--- config.mk ---
export PLATFORM = sky130hd
export DESIGN_NAME = mult_div_unit
export DESIGN_NICKNAME = d
export VERILOG_FILES = /design/src/rtl/mult_div_unit_pkg.sv /design/src/rtl/mult_div_unit_step.sv /design/src/rtl/mult_div_unit.sv
export SDC_FILE = /design/constraint.sdc
export NUM_CORES = 1
export LEC_CHECK = 0
export ABC_CLOCK_PERIOD_IN_PS = 3250
export BUFFER_PORTS_ARGS = -buffer_cell sky130_fd_sc_hd__buf_2
export CAP_MARGIN = 10
export CORE_ASPECT_RATIO = 0.6
export CORE_MARGIN = 3
export CORE_UTILIZATION = 55
export DETAILED_ROUTE_END_ITERATION = 8
export HOLD_SLACK_MARGIN = 0.06
export PLACE_DENSITY = 0.76
export SLEW_MARGIN = 40
export SYNTH_ARGS = -nofsm -noshare
export SYNTH_HDL_FRONTEND = slang
export SYNTH_SLANG_ARGS = --single-unit
--- constraint.sdc ---
create_clock -name clk -period 3.25 [get_ports clk]
set_input_delay 0.65 -clock clk [delete_from_list [all_inputs] [get_ports clk]]
set_output_delay 0.65 -clock clk [all_outputs]
set_load 0.01 [all_outputs]
--- src/rtl/mult_div_unit_pkg.sv ---
// rtl/mult_div_unit_pkg.sv - shared CPU header: register indices, HI/LO op codes, FSM states
// Purpose: constants shared by the multiply/divide unit and the rest of the core.
// Contents: register file indices, mult/div op codes, FSM state constants,
//           latched operation context struct.
package mult_div_unit_pkg;

    // Register file indices used elsewhere in the core
    localparam logic [4:0] REG_ZERO = 5'd0;
    localparam logic [4:0] REG_AT   = 5'd1;
    localparam logic [4:0] REG_V0   = 5'd2;
    localparam logic [4:0] REG_SP   = 5'd29;
    localparam logic [4:0] REG_RA   = 5'd31;

    // Multiply/divide operation codes
    localparam logic [1:0] OP_MULT  = 2'd0;
    localparam logic [1:0] OP_MULTU = 2'd1;
    localparam logic [1:0] OP_DIV   = 2'd2;
    localparam logic [1:0] OP_DIVU  = 2'd3;

    // Multiply/divide FSM states
    localparam logic [1:0] ST_IDLE = 2'd0;
    localparam logic [1:0] ST_RUN  = 2'd1;
    localparam logic [1:0] ST_FIN  = 2'd2;

    // Context captured when an operation is accepted
    typedef struct packed {
        logic       is_div;   // divide path selected
        logic       neg_lo;   // negate low half (quotient / product)
        logic       neg_hi;   // negate high half (remainder / product)
        logic       div_zero; // divide by zero: result write suppressed
    } md_ctx_t;

endpackage

--- src/rtl/mult_div_unit_step.sv ---
// rtl/mult_div_unit_step.sv - one radix-2 multiply/divide iteration (combinational)
// Purpose: single shift-add (multiply) or restoring subtract-shift (divide) step.
// Ports:
//   acc      in  64  accumulator: multiply {partial, multiplier}; divide {remainder, dividend}
//   operand  in  32  multiplicand (multiply) or divisor (divide) magnitude
//   is_div   in  1   select the divide step
//   acc_next out 64  accumulator after one iteration
module md_step (
    input  logic [63:0] acc,
    input  logic [31:0] operand,
    input  logic        is_div,
    output logic [63:0] acc_next
);

    logic [32:0] sum;
    logic [32:0] rem_sh;
    logic        fits;
    logic [31:0] rem_sub;

    always_comb begin
        // Multiply: add multiplicand into the upper half when the current
        // multiplier bit is set, then shift the whole 65-bit value right.
        sum = {1'b0, acc[63:32]} + (acc[0] ? {1'b0, operand} : 33'd0);

        // Divide: shifted remainder is at most 33 bits; when it is not below
        // the divisor the difference always fits back into 32 bits.
        rem_sh  = acc[63:31];
        fits    = (rem_sh >= {1'b0, operand});
        rem_sub = rem_sh[31:0] - operand;

        if (is_div) begin
            if (fits)
                acc_next = {rem_sub, acc[30:0], 1'b1};
            else
                acc_next = {acc[62:0], 1'b0};
        end else begin
            acc_next = {sum, acc[31:1]};
        end
    end

endmodule

--- src/rtl/mult_div_unit.sv ---
// rtl/mult_div_unit.sv - iterative 32-bit multiply/divide unit with HI/LO registers
// Purpose: MULT/MULTU/DIV/DIVU in 32 radix-2 iterations, plus mthi/mtlo moves.
// Ports:
//   clk, rst            clock and synchronous active-high reset
//   start, op           begin operation (sampled in IDLE only), op code
//   src_a, src_b        rs / rt operands
//   mthi, mtlo          write src_a into hi / lo while idle
//   busy                operation in flight
//   done                one-cycle pulse when hi/lo take a result
//   div_by_zero         pulses with done for a divide by zero
//   hi_reg, lo_reg      architectural HI/LO
module mult_div_unit
    import mult_div_unit_pkg::*;
(
    input  logic        clk,
    input  logic        rst,
    input  logic        start,
    input  logic [1:0]  op,
    input  logic [31:0] src_a,
    input  logic [31:0] src_b,
    input  logic        mthi,
    input  logic        mtlo,
    output logic        busy,
    output logic        done,
    output logic        div_by_zero,
    output logic [31:0] hi_reg,
    output logic [31:0] lo_reg
);

    logic [1:0]  state;
    logic [4:0]  cnt;
    logic [63:0] acc;
    logic [31:0] operand;
    md_ctx_t     ctx;
    logic [63:0] acc_next;

    // Operand preparation for the accepting edge
    logic        in_signed;
    logic        in_div;
    logic        a_neg;
    logic        b_neg;
    logic [31:0] mag_a;
    logic [31:0] mag_b;
    logic        in_div_zero;
    md_ctx_t     ctx_in;

    // Sign correction at FIN
    logic [63:0] prod_fix;
    logic [31:0] quot_fix;
    logic [31:0] rem_fix;
    logic [31:0] fin_hi;
    logic [31:0] fin_lo;

    md_step u_step (
        .acc      (acc),
        .operand  (operand),
        .is_div   (ctx.is_div),
        .acc_next (acc_next)
    );

    always_comb begin
        in_signed   = (op == OP_MULT) || (op == OP_DIV);
        in_div      = (op == OP_DIV) || (op == OP_DIVU);
        a_neg       = in_signed & src_a[31];
        b_neg       = in_signed & src_b[31];
        // 0x80000000 negates to itself, which is the correct unsigned magnitude.
        mag_a       = a_neg ? (~src_a + 32'd1) : src_a;
        mag_b       = b_neg ? (~src_b + 32'd1) : src_b;
        in_div_zero = in_div && (src_b == 32'd0);

        ctx_in.is_div   = in_div;
        ctx_in.neg_lo   = a_neg ^ b_neg;
        // Remainder follows the dividend; a product's high half follows the product.
        ctx_in.neg_hi   = in_div ? a_neg : (a_neg ^ b_neg);
        ctx_in.div_zero = in_div_zero;
    end

    always_comb begin
        prod_fix = ctx.neg_lo ? (~acc + 64'd1) : acc;
        quot_fix = ctx.neg_lo ? (~acc[31:0] + 32'd1) : acc[31:0];
        rem_fix  = ctx.neg_hi ? (~acc[63:32] + 32'd1) : acc[63:32];
        if (ctx.is_div) begin
            fin_hi = rem_fix;
            fin_lo = quot_fix;
        end else begin
            fin_hi = prod_fix[63:32];
            fin_lo = prod_fix[31:0];
        end
    end

    always_ff @(posedge clk) begin
        if (rst) begin
            state       <= ST_IDLE;
            cnt         <= 5'd0;
            busy        <= 1'b0;
            done        <= 1'b0;
            div_by_zero <= 1'b0;
            hi_reg      <= 32'd0;
            lo_reg      <= 32'd0;
            acc         <= 64'd0;
            operand     <= 32'd0;
            ctx         <= '0;
        end else begin
            done        <= 1'b0;
            div_by_zero <= 1'b0;
            case (state)
                ST_IDLE: begin
                    if (start) begin
                        ctx <= ctx_in;
                        if (in_div_zero) begin
                            // Nothing to iterate: go straight to FIN to flag it.
                            state <= ST_FIN;
                        end else begin
                            acc     <= in_div ? {32'd0, mag_a} : {32'd0, mag_b};
                            operand <= in_div ? mag_b : mag_a;
                            cnt     <= 5'd31;
                            busy    <= 1'b1;
                            state   <= ST_RUN;
                        end
                    end else begin
                        if (mthi)
                            hi_reg <= src_a;
                        if (mtlo)
                            lo_reg <= src_a;
                    end
                end
                ST_RUN: begin
                    acc <= acc_next;
                    cnt <= cnt - 5'd1;
                    if (cnt == 5'd0)
                        state <= ST_FIN;
                end
                ST_FIN: begin
                    busy  <= 1'b0;
                    done  <= 1'b1;
                    state <= ST_IDLE;
                    if (ctx.div_zero) begin
                        div_by_zero <= 1'b1;
                    end else begin
                        hi_reg <= fin_hi;
                        lo_reg <= fin_lo;
                    end
                end
                default: begin
                    state <= ST_IDLE;
                    busy  <= 1'b0;
                end
            endcase
        end
    end

endmodule

==> flow_summary.json <==
{
  "clockBufferDepth": 2,
  "fmax_mhz": 307,
  "violations": "negative setup slack",
  "maxCapViolCount": 0,
  "dp_cells": 2544,
  "leakage_nw": 7.54,
  "place.port_buffers": 137,
  "clkLatencyLatePin_ps": 470,
  "fin_ws_ps": -9.75,
  "drc": 0,
  "fin_crit_ps": 3260,
  "critical_path_class": "register to register",
  "vdd_drop_max_mv": 0.349,
  "synthMuxAreaShare_pct": 5.57,
  "worst_ep_required_time_ps": 3580,
  "tritoncts": "built",
  "via_count": 16600,
  "grt_remaining_overflow": 0,
  "postLayoutCoreUtil_pct": 68.4,
  "syn_nets": 2133,
  "power_density_nw_per_um2": 421,
  "crit_fanout": 5,
  "syn_avg_cell_area_um2": 7.24,
  "synthToLayoutAreaGrowth_pct": 21.1,
  "slew_headroom_pct": 44.3,
  "hpwl_um": 47400,
  "switchingPower_w": 0.00280,
  "met3_length_um": 11200,
  "netlist_instances": 1990,
  "grt_max_degree": 70,
  "synth_compound_area_share_pct": 27.3,
  "fin_skew_ps": 11.3,
  "power_frac_comb_pct": 35.9,
  "drt-total-wl_um": 59600,
  "die_h_um": 131,
  "seqPwrFrac_pct": 33.3,
  "routedWlPerCell_um": 23.1,
  "diodes": 0,
  "m1WireLength_um": 25900,
  "synth_ff_type": "dfxtp_1",
  "end_kind": "register",
  "ys_seq_elements": 174,
  "clock-root-buffer": "clkbuf_16",
  "die_area_um2": 28200,
  "top_register": "acc",
  "instances_no_fill": 2577,
  "grt_usage_pct": 40.4,
  "start_util_pct": 56.5,
  "setup_violations": 1,
  "mostFrequentLayoutCell": "nor2_1",
  "synth_edf_count": 0,
  "rsz0062_at_grt": "true",
  "dieWidth_um": 215,
  "hold_viol": 0,
  "ant_nets": 0,
  "internal_power_w": 0.00455,
  "place.gp.congestion": 1.02,
  "tightest_slew_ps": 834,
  "synth_xor_area_share_pct": 10.5,
  "largest_reg_flops": 64,
  "cts_max_level": 4,
  "syn-cell-area_um2": 14400,
  "nets": 2355,
  "synth_adder_area_share_pct": 6.36,
  "period_share_pct": 100,
  "holdWs_ps": 450,
  "via_per_inst": 6.43,
  "hp-class": "register to register",
  "seq_area_frac_synth_pct": 24.2,
  "first_pass_iters": 6,
  "highest_layer": "met5",
  "cp-start-kind": "register",
  "swShare_pct": 38.1,
  "clock_sinks": 174,
  "synth_top_family_by_area": "compound AO/OA/AOI/OAI gates",
  "route.met2.wl_um": 21400,
  "clk_pin_slew_ps": 80,
  "tns_ps": -9.75,
  "core_um2": 25500,
  "synth_warnings": 0,
  "final_layout_size_suffix_gt1_share_pct": 19.5,
  "grt_pass1_wl_um": 88300,
  "yosysUniqueCellTypes": 67,
  "drtIter0Drc": 2571,
  "pin_count": 138,
  "arrival_ps": 3590,
  "nFillCells": 2201,
  "antenna_found_initial": 1,
  "synthSimpleGateAreaFrac_pct": 20.9,
  "clockPowerShare_pct": 30.7,
  "outcome": "complete, but fails checks",
  "grt_pass1_vias": 14700,
  "final_cell_mix": "nor2_1 (266), a21oi_1 (195), nand2_1 (188), buf_4 (188), dfxtp_1 (169)",
  "cts_inserted_buffers": 17,
  "rows": 45,
  "maxSlewViolCount": 0,
  "async_flop_share_pct": 0
}
## area by class of cell
cell class,instances,area [µm²],share of cell area [%]
tap,352,440,2.52
timing repair buffer,331,2220,12.7
multi-input combinational,1621,10400,59.8
clock inverter,13,175,1.00
clock buffer,19,443,2.54
sequential,174,3490,20.0
inverter,67,251,1.44
## worst max-delay path: stages (launching register included)
cell and delay [ps]:
dfxtp_2 330, or4_4 530, or4_4 440, or4b_4 530, o31a_1 430, o31ai_2 240
xor2_1 280, a211oi_2 150, a21oi_1 140, nor2_1 50
## Yosys cell counts, drive strengths merged (51+ instances only)
library cell	instances	share of area [%]
a211oi	63	3.3
a21oi	204	7.1
clkbuf	114	3.0
dfxtp	174	24
ha	70	6.1
inv	67	1.7
mux2i	79	5.5
nand2	189	4.9
nor2	272	7.1
nor3	51	1.8
o21ai	136	4.8
xnor2	86	5.2
xor2	86	5.2
## kinds of logic after synthesis
kind of cell             after synthesis
AO/OA/AOI/OAI                        626
AND/OR/NAND/NOR                      671
buffers and inverters                195
adder cells (fa/ha/maj)               72
XOR/XNOR                             172
multiplexers                          80
flip-flops                           174
## power groups by stage
stage / registers, W / logic, W / clock network, W
after global placement: 0.00248 / 0.00245 / 0
final: 0.00245 / 0.00264 / 0.00226
after floorplan: 0.00248 / 0.00150 / 0
after detailed placement: 0.00249 / 0.00248 / 0
after global routing: 0.00246 / 0.00280 / 0.00232
after CTS: 0.00244 / 0.00250 / 0.00224
## final timing paths
check                                            start                       to  slack, ps  cells past startpoint
worst max-delay path              acc[11]$_SDFFE_PP0P_  hi_reg[14]$_SDFFE_PP0P_        -10                      9
worst min-delay path            hi_reg[0]$_SDFFE_PP0P_   hi_reg[0]$_SDFFE_PP0P_        450                      2
worst max register to register    acc[11]$_SDFFE_PP0P_  hi_reg[14]$_SDFFE_PP0P_        -10                      9
worst min register to register  hi_reg[0]$_SDFFE_PP0P_   hi_reg[0]$_SDFFE_PP0P_        450                      2
## repair_timing
| action | 4_1_cts | 5_1_grt |
|---|---|---|
| hold buffers | 0 | 0 |
| gates cloned | 0 | 0 |
| setup endpoints to repair | 7 | 39 |
| buffers inserted | 0 | 1 |
| resized for setup | 9 | 54 |
| pin swaps | 4 | 13 |
## stage by stage
stage | setup WS [ps] | cell area, µm² | total power (W)
2_1_floorplan | 20.7 | 14400 | 0.00398
3_3_place_gp | -261 | 16600 | 0.00493
3_5_place_dp | -180 | 16600 | 0.00496
4_1_cts | -16.1 | 17200 | 0.00717
5_1_grt | -45.5 | 17400 | 0.00758
6_report | -9.75 | 17400 | 0.00735
## routing by layer
| layer | vias up | track usage [%] |
|---|---|---|
| met1 | 7645 | 61.2 |
| met2 | 1220 | 49.1 |
| met5 | - | 0 |
| li1 | 7614 | - |
| met4 | 2 | 9.15 |
| met3 | 88 | 20.2 |
No activity file was read; power rests on OpenSTA's default activity.
